[config.mk]
export PLATFORM = sky130hd
export DESIGN_NAME = fastram_autoconfig_ctrl
export DESIGN_NICKNAME = d
export VERILOG_FILES = /design/src/rtl/fastram_autoconfig_ctrl.sv
export SDC_FILE = /design/constraint.sdc
export NUM_CORES = 1
export LEC_CHECK = 0
export BUFFER_PORTS_ARGS = -buffer_cell sky130_fd_sc_hd__buf_2
export CAP_MARGIN = 40
export CELL_PAD_IN_SITES_DETAIL_PLACEMENT = 0
export CELL_PAD_IN_SITES_GLOBAL_PLACEMENT = 1
export CORE_UTILIZATION = 45
export CTS_CLUSTER_SIZE = 24
export DETAILED_ROUTE_END_ITERATION = 7
export PLACE_DENSITY_LB_ADDON = 0.1
export SLEW_MARGIN = 20
export SYNTH_ARGS = -nofsm -noshare
export SYNTH_HDL_FRONTEND = slang
export SYNTH_SLANG_ARGS = --single-unit
export TNS_END_PERCENT = 50
[constraint.sdc]
create_clock -name CLK -period 2.69 [get_ports CLK]
set_input_delay 0.538 -clock CLK [delete_from_list [all_inputs] [get_ports CLK]]
set_output_delay 0.538 -clock CLK [all_outputs]
set_load 0.01 [all_outputs]
[src/rtl/fastram_autoconfig_ctrl.sv]
// -----------------------------------------------------------------------------
// fastram_autoconfig_ctrl
//
// Zorro II autoconfig FastRAM controller for A500/A1000/A2000/CDTV expansion
// boards. It sits between the 68000 bus and a DRAM array of BANKS x 1MB slots
// mapped into $200000-$9FFFFF. Autoconfig offers the largest power-of-two
// block that fits the free memory. Each shut-up halves the offer. After a
// block is placed, the remaining memory is offered again as a further block.
// DRAM accesses use a RAS/CAS FSM with a row/column address mux. A timer
// drives CAS-before-RAS refresh.
//
// Optional feature macro: CDTV_WAIT_EN. When defined, the autoconfig slot
// stays closed until a write to $E80048 is seen. That write configures the
// CDTV DMAC, which is first in the chain.
//
// Ports
//   CLK            in   68000 bus clock (7MHz)
//   reset          in   asynchronous, active-low
//   CFGINn         in   autoconfig chain input
//   ASn/UDSn/LDSn  in   68000 address and data strobes
//   RWn            in   68000 read/write
//   ADDR[23:1]     in   68000 address
//   DBUS_I[3:0]    in   data bus D[15:12] (autoconfig writes)
//   DBUS_O[3:0]    out  autoconfig read nibble
//   DBUS_OE        out  drive enable for D[15:12]
//   CFGOUTn        out  autoconfig chain output
//   MADDR[11:0]    out  DRAM row/column address
//   RASn/UCASn/LCASn out DRAM strobes
//   OEn/MEMWn      out  data buffer enable and DRAM write enable
// -----------------------------------------------------------------------------
module fastram_autoconfig_ctrl #(
    parameter int          BANKS       = 8,
    parameter int          REFRESH_DIV = 108,
    parameter logic [15:0] MFG_ID      = 16'h07DB,
    parameter logic [7:0]  PROD_ID     = 8'd70,
    parameter logic [15:0] SERIAL      = 16'd420
) (
    input  logic        CLK,
    input  logic        reset,
    input  logic        CFGINn,
    input  logic        ASn,
    input  logic        UDSn,
    input  logic        LDSn,
    input  logic        RWn,
    input  logic [23:1] ADDR,
    input  logic [3:0]  DBUS_I,
    output logic [3:0]  DBUS_O,
    output logic        DBUS_OE,
    output logic        CFGOUTn,
    output logic [11:0] MADDR,
    output logic        RASn,
    output logic        UCASn,
    output logic        LCASn,
    output logic        OEn,
    output logic        MEMWn
);

    function automatic logic [3:0] pow2_floor(input logic [3:0] n);
        if (n >= 4'd8)      return 4'd8;
        else if (n >= 4'd4) return 4'd4;
        else if (n >= 4'd2) return 4'd2;
        else if (n >= 4'd1) return 4'd1;
        else                return 4'd0;
    endfunction

    localparam logic [3:0] BANKS_MB   = 4'(BANKS);
    localparam logic [3:0] OFFER_INIT = pow2_floor(BANKS_MB);
    localparam logic [6:0] REG_BASE   = 7'h24;
    localparam logic [6:0] REG_SHUTUP = 7'h26;

    localparam logic [2:0] IDLE    = 3'd0;
    localparam logic [2:0] ROW     = 3'd1;
    localparam logic [2:0] COL     = 3'd2;
    localparam logic [2:0] HOLD    = 3'd3;
    localparam logic [2:0] REF_CAS = 3'd4;
    localparam logic [2:0] REF_RAS = 3'd5;
    localparam logic [2:0] REF_END = 3'd6;

    // NOTE: reset asserts asynchronously but releases through two flops, so
    // every state flop leaves reset on the same clean CLK edge.
    logic [1:0] rst_sync;
    logic       rst_n;

    always_ff @(posedge CLK or negedge reset) begin
        if (!reset) rst_sync <= 2'b00;
        else        rst_sync <= {rst_sync[0], 1'b1};
    end
    assign rst_n = rst_sync[1];

    logic [3:0]  offer, free_mb, slot_lo, reg_nib;
    logic [7:0]  alloc, alloc_mask;
    logic        done, slot, hit, as_q, uds_q, slot_gate, cfg_wr, base_ok;
    logic [2:0]  state;
    logic [1:0]  pend;
    logic [15:0] ref_cnt;
    logic        ref_wrap;
    logic [3:0]  ram_slot;
    logic [3:0]  free_after;

`ifdef CDTV_WAIT_EN
    // The DMAC sits ahead of us in the chain; stay silent until its base
    // register write has gone past.
    logic cdtv_seen;
    always_ff @(posedge CLK or negedge rst_n) begin
        if (!rst_n)
            cdtv_seen <= 1'b0;
        else if (!ASn && !RWn && !UDSn && uds_q && ADDR == 23'h740024)
            cdtv_seen <= 1'b1;
    end
    assign slot_gate = cdtv_seen;
`else
    assign slot_gate = 1'b1;
`endif

    // Bus decode is sampled on the falling edge so it is stable for the
    // rising-edge FSMs that follow.
    assign ram_slot = ADDR[23:20] - 4'd2;   // $2x..$9x -> 0..7, others wrap above 7

    always_ff @(negedge CLK or negedge rst_n) begin
        if (!rst_n) begin
            slot  <= 1'b0;
            hit   <= 1'b0;
            MADDR <= 12'h000;
        end else begin
            slot  <= (ADDR[23:16] == 8'hE8) && !ASn && !CFGINn && !done && slot_gate;
            hit   <= !ASn && (ram_slot <= 4'd7) && alloc[ram_slot[2:0]];
            MADDR <= (state == COL || state == HOLD) ? {2'b00, ADDR[10:1]} : ADDR[22:11];
        end
    end

    assign DBUS_OE = slot & RWn & ~UDSn;
    assign OEn     = ~hit;
    assign MEMWn   = RWn | (UDSn & LDSn);

    // NOTE: every combinational output gets a default first so no path
    // leaves it unassigned (which would infer a latch).
    always_comb begin
        reg_nib = 4'hF;
        case (ADDR[7:1])
            7'h00: reg_nib = 4'b1110;      // Zorro II, link into free pool, no ROM
            7'h01: case (offer)
                       4'd8:    reg_nib = 4'b0000;
                       4'd4:    reg_nib = 4'b0111;
                       4'd2:    reg_nib = 4'b0110;
                       default: reg_nib = 4'b0101;
                   endcase
            7'h02: reg_nib = ~PROD_ID[7:4];
            7'h03: reg_nib = ~PROD_ID[3:0];
            7'h08: reg_nib = ~MFG_ID[15:12];
            7'h09: reg_nib = ~MFG_ID[11:8];
            7'h0A: reg_nib = ~MFG_ID[7:4];
            7'h0B: reg_nib = ~MFG_ID[3:0];
            7'h10: reg_nib = ~SERIAL[15:12];
            7'h11: reg_nib = ~SERIAL[11:8];
            7'h12: reg_nib = ~SERIAL[7:4];
            7'h13: reg_nib = ~SERIAL[3:0];
            default: reg_nib = 4'hF;
        endcase
    end

    // Base write: nibble N places the offered block at slots N-2 onwards.
    assign slot_lo    = DBUS_I - 4'd2;
    assign base_ok    = (DBUS_I >= 4'd2) && (DBUS_I <= 4'd9)
                     && ((slot_lo & (offer - 4'd1)) == 4'd0)
                     && (({1'b0, slot_lo} + {1'b0, offer}) <= 5'(BANKS));
    assign free_after = free_mb - offer;
    assign cfg_wr     = slot && !RWn && !UDSn && uds_q;   // UDSn falling edge

    always_comb begin
        alloc_mask = '0;
        for (int i = 0; i < 8; i++)
            if (i >= int'(slot_lo) && i < int'(slot_lo) + int'(offer))
                alloc_mask[i] = 1'b1;
    end

    // NOTE: state flops use non-blocking assignments only, so every block
    // sees the pre-edge value of every other register.
    always_ff @(posedge CLK or negedge rst_n) begin
        if (!rst_n) begin
            offer   <= OFFER_INIT;
            free_mb <= BANKS_MB;
            alloc   <= '0;
            done    <= 1'b0;
            CFGOUTn <= 1'b1;
            DBUS_O  <= 4'hF;
            as_q    <= 1'b1;
            uds_q   <= 1'b1;
        end else begin
            as_q   <= ASn;
            uds_q  <= UDSn;
            DBUS_O <= reg_nib;
            if (!as_q && ASn)
                CFGOUTn <= ~done;
            if (cfg_wr) begin
                case (ADDR[7:1])
                    REG_SHUTUP: begin
                        if (offer == 4'd1) done  <= 1'b1;
                        else               offer <= offer >> 1;
                    end
                    REG_BASE: begin
                        if (!base_ok) begin
                            done <= 1'b1;
                        end else begin
                            alloc   <= alloc | alloc_mask;
                            free_mb <= free_after;
                            if (free_after == 4'd0)
                                done <= 1'b1;
                            // A re-offer never grows past the block just
                            // placed, so a size the host shut up is not
                            // offered again.
                            else if (pow2_floor(free_after) < offer)
                                offer <= pow2_floor(free_after);
                        end
                    end
                    default: ;
                endcase
            end
        end
    end

    assign ref_wrap = (ref_cnt == 16'(REFRESH_DIV - 1));

    always_ff @(posedge CLK or negedge rst_n) begin
        if (!rst_n)        ref_cnt <= '0;
        else if (ref_wrap) ref_cnt <= '0;
        else               ref_cnt <= ref_cnt + 16'd1;
    end

    // Access/refresh FSM. CAS is asserted one cycle into COL, after MADDR has
    // switched to the column on the preceding falling edge.
    always_ff @(posedge CLK or negedge rst_n) begin
        if (!rst_n) begin
            state <= IDLE;
            pend  <= 2'd0;
            RASn  <= 1'b1;
            UCASn <= 1'b1;
            LCASn <= 1'b1;
        end else begin
            // A wrap coinciding with REF_END leaves pend unchanged.
            case ({ref_wrap, state == REF_END})
                2'b10:   if (pend != 2'd3) pend <= pend + 2'd1;
                2'b01:   pend <= pend - 2'd1;
                default: ;
            endcase
            case (state)
                IDLE: begin
                    if (pend != 2'd0 && ASn) begin
                        state <= REF_CAS;
                        UCASn <= 1'b0;
                        LCASn <= 1'b0;
                    end else if (hit) begin
                        state <= ROW;
                        RASn  <= 1'b0;
                    end
                end
                ROW: state <= COL;
                COL: begin
                    if (ASn) begin
                        state <= IDLE;
                        RASn  <= 1'b1;
                        UCASn <= 1'b1;
                        LCASn <= 1'b1;
                    end else if (!UCASn || !LCASn) begin
                        state <= HOLD;
                    end else begin
                        UCASn <= UDSn;
                        LCASn <= LDSn;
                    end
                end
                HOLD: begin
                    if (ASn) begin
                        state <= IDLE;
                        RASn  <= 1'b1;
                        UCASn <= 1'b1;
                        LCASn <= 1'b1;
                    end
                end
                REF_CAS: begin
                    state <= REF_RAS;
                    RASn  <= 1'b0;
                end
                REF_RAS: begin
                    state <= REF_END;
                    RASn  <= 1'b1;
                    UCASn <= 1'b1;
                    LCASn <= 1'b1;
                end
                default: state <= IDLE;   // REF_END: one precharge cycle
            endcase
        end
    end

endmodule
* After elaboration in Yosys (flattened, before gate mapping)
Cells that the tools add are included. Widths: inputs -> output; s select.
Operators by class: magnitude comparators 26, add/sub/neg operators 9, shift-type cells 0, multiplexer cells 50, multipliers 0, divide/modulo/power cells 0, reduce and logical (&&, ||, !) cells 50, bitwise logic cells 9, equal/unequal tests 41
Operator list (number):
- $lt 4x32->1 const A | 3
- $lt 3x32->1 const A | 2
- $mux 4 | 9
- $lt 1x32->1 const A | 1
- $lt 2x32->1 const A | 1
- $pmux 4 s8 | 1
- $ne 2x2->1 const B | 11
- $eq 7x4->1 const B | 3
- $eq 7x5->1 const B | 3
- $logic_and 1x1->1 | 21
- $mux 1 | 21
- $mux 3 | 6
- $pmux 3 s6 | 1
- $add 16x1->16 const B | 1
- $eq 16x7->1 const B | 1
- $ge 3x4->1 const A | 4
- $mux 16 | 1
- $eq 7x2->1 const B | 2
- $eq 7x6->1 const B | 2
- $mux 12 | 1
- $pmux 1 s4 | 3
- $reduce_and 4->1 | 3
- $add 4x4->5 | 2
- $eq 3x3->1 const B | 3
- 52 further kinds | 79
Storage, ports and cells: bits in writable memories 0, bits in registers 64, logic and storage cells 203, latch bits 0, memories 0, output and inout port bits 23, memory bits (read-only) 0

* Depth between registers and ports, before layout
depth in word-level cells 15, depth in mapped cells 15, depth with buffers taken out 14

==> impl_results.md <==
- CP max stage cell: or4bb_4
- Flops & latches, synth: 64
- Height of the die: 92.2 um
- TritonCTS Buffers: 9
- Worst slew pin tran: 0.539 ns
- Antenna violation net count after detailed routing: 0
- Core Area: 0.00781 mm^2
- Hold Crit Class: reg2async
- Die X: 92.2 um
- Port Buffer Count: 56
- # DRC: 0
- Part of the power in registers: 43.8%
- CTS tree: yes
- Hold Vio Cnt, Final: 0
- # IOs: 57
- Top-area cell type share of the netlist area: 26.0%
- Pre-CTS WS: -0.507 ns
- Crit path cell chain: or4bb_4 -> nor2_1 -> and4_4 -> mux2_4
- Worst EP required: 2.90 ns
- GP Congestion: 0.826
- Hold slack: 0.250 ns
- Biggest area consumer among synthesized cells: dfrtp_1
- Post-synth cell types: 69
- Syn_nets: 404
- Cell total after placement: 545
- GRT Total Usage: 22.0%
- Slew HR: 63.8%
- CP Capture Type: register
- Largest net degree at the start of global routing: 38
- Mean Syn Cell Area: 10.5 um^2
- Part of the power in combinational logic: 26.1%
- Synthesized netlist cell count: 348
- Ys async rst share: 100%
- DR WL/cell: 15.0 um
- Family with the most delay on the worst path: simple AND/OR/NAND/NOR gates
- Layout Area Growth over Synthesis: 31.3%
- Leak Pwr: 2.32 nW
- H-Tree Depth: 3
- Sw frac: 30.2%
- # clock sinks: 64
- Worst vdd ir: 0.211 mV
- Setup violators final: 31
- Mapped Area: 0.00366 mm^2
- Startpoint types: register
- Critical Path Max Stage Delay: 0.47 ns
- Vias in the first global route: 3,094
- Number of flops mapped to enable cells by yosys: 0
- Root Buffer: clkbuf_8
- Overflow left after global routing: 0
- Arrival @ worst endpoint: 3.19 ns
- Synth area leaders: dfrtp_1 26%, dfrtn_1 9.6%, dfstp_2 8.6%
- Initial DRC count: 106
- Global-route wire length before repair: 14,600 um
- Post-synthesis sequential area ratio: 44.2%
- YS warnings: 0
- Clk Latency, worst-skew pair: 0.33 ns
- Dominant synthesized flop cell: dfrtp_1
- Clock Skew: 0.0154 ns
- DRT Pass-1 Iters: 4
- Layout cell share with drive strength beyond 1: 39.0%
- Worst Path Buf+Inv: 0
- Post-synth top cells: 38 x dfrtp_1, 27 x nor2_1, 23 x inv_1, 23 x nand2_1, 20 x ha_1
- Setup WS post-layout: -0.287 ns
- Total internal power: 1.85 mW
- Diodes inserted: 0
- Via-to-Cell Ratio: 5.25
- Total number of vias: 2,974
- Die area: 0.00850 mm^2
- Initial antenna violation count: 0
- Switch Pwr: 0.802 mW
- RSZ-0062 raised after global routing: true
- MaxCap Viol Count: 0
- Clk pwr share: 30.1%
- Final non-filler cell total: 566
- Clock transition at the registers of the reported paths: 0.07 ns
- Max Buffers Root-to-Sink: 2
- Final #Nets: 515
- CP max FO: 4
- Hpwl dp: 6510 um
- # fillers: 690
- FP Rows: 32
- Count leader, synth: dfrtp_1
- Total power per unit cell area: 552 mW/mm^2
- Post-Route WL: 8490 um
- Critical path class: reg2reg
- Tot Pwr: 2.65 mW
- Violated checks: negative setup slack
- Status: finished with violations
- Slew Limit Fails: 0
- Post-layout util: 61.5%
- Starting Density: 46.9%
-- routing by layer --
layer / global-route usage (%) / share of wire, % / vias to the layer above
met3: 4.23 / 3.3 / 13
li1: - / - / 1469
met4: 7.94 / 1.7 / 0
met5: 0 / 0 / -
met2: 36.1 / 48 / 49
met1: 28.9 / 47 / 1443
-- per-stage QoR --
stage	TNS, ns	area, um^2
after floorplan	-3.40	3720
after global placement	-5.14	4460
after detailed placement	-5.31	4460
after CTS	-4.44	4760
after global routing	-5.91	4800
final	-4.09	4800
-- what timing repair did --
item                                    CTS  global route
endpoints found under the hold margin     2             0
resized for setup                        24             6
buffers inserted                          3             1
endpoints found under the setup margin   31            31
pin swaps                                12             7
cloned                                    0             0
hold buffers                              1             0
-- cells by family (layout without fill, tap and decap cells) --
family,Yosys count,count (layout),share of synthesized area (%)
simple gates,113,113,17.2
other cells,1,1,0.102
flops,64,64,44.2
compound gates,67,67,13.3
mux,25,25,7.97
xor+xnor,21,21,5.23
buf+inv,35,151,4.07
fa+ha+maj,22,22,7.93
-- worst paths after layout --
| check | from | to | slack, ns | depth (start not counted) |
|---|---|---|---|---|
| max in group asynchronous | rst_sync[1] | MADDR[5] | 0.94 | 1 |
| worst min register to register | rst_sync[1] | offer[2] | 0.25 | 1 |
| worst max register to register | slot | free_mb[1] | -0.29 | 4 |
| worst max-delay path | slot | free_mb[1] | -0.29 | 4 |
| min in group CLK | rst_sync[0] | rst_sync[1] | 0.35 | 0 |
| worst min-delay path | rst_sync[1] | offer[2] | 0.25 | 1 |
-- cell usage in the layout (no fill, tap or decap), types with 8 or more instances in the layout --
| cell | n |
|---|---|
| nor2_1 | 27 |
| buf_2 | 52 |
| dfrtp_1 | 37 |
| dfstp_2 | 12 |
| ha_1 | 14 |
| a21o_1 | 8 |
| clkbuf_8 | 9 |
| mux2_2 | 10 |
| inv_1 | 17 |
| xnor2_1 | 14 |
| nand2_1 | 23 |
| nand3_1 | 12 |
| buf_4 | 52 |
| dfrtn_1 | 14 |
| o21ai_0 | 18 |
| mux2i_1 | 10 |
| nor3_1 | 10 |
-- layout make-up --
cell class	instances	area [um^2]	share of cell area, %
sequential	64	1620	33.7
timing repair buffer	112	757	15.8
multi-input combinational	249	2010	41.8
clock inverter	6	60.1	1.25
clock buffer	10	128	2.66
tap	102	128	2.66
inverter	23	104	2.16
-- power by group through the flow --
stage | combinational, mW | clock (mW) | sequential [mW]
2_1_floorplan | 0.394 | 0 | 1.21
3_3_place_gp | 0.680 | 0 | 1.17
3_5_place_dp | 0.688 | 0 | 1.18
4_1_cts | 0.696 | 0.817 | 1.16
5_1_grt | 0.772 | 0.859 | 1.17
6_report | 0.692 | 0.799 | 1.16
-- registers in the layout, summed over array words and instances (netlist names), 3 cells and up --
register	count
ref_cnt	16
MADDR	12
alloc	8
DBUS_O	4
free_mb	4
offer	4
state	3
Note: power is estimated with default switching activity, not from simulation.
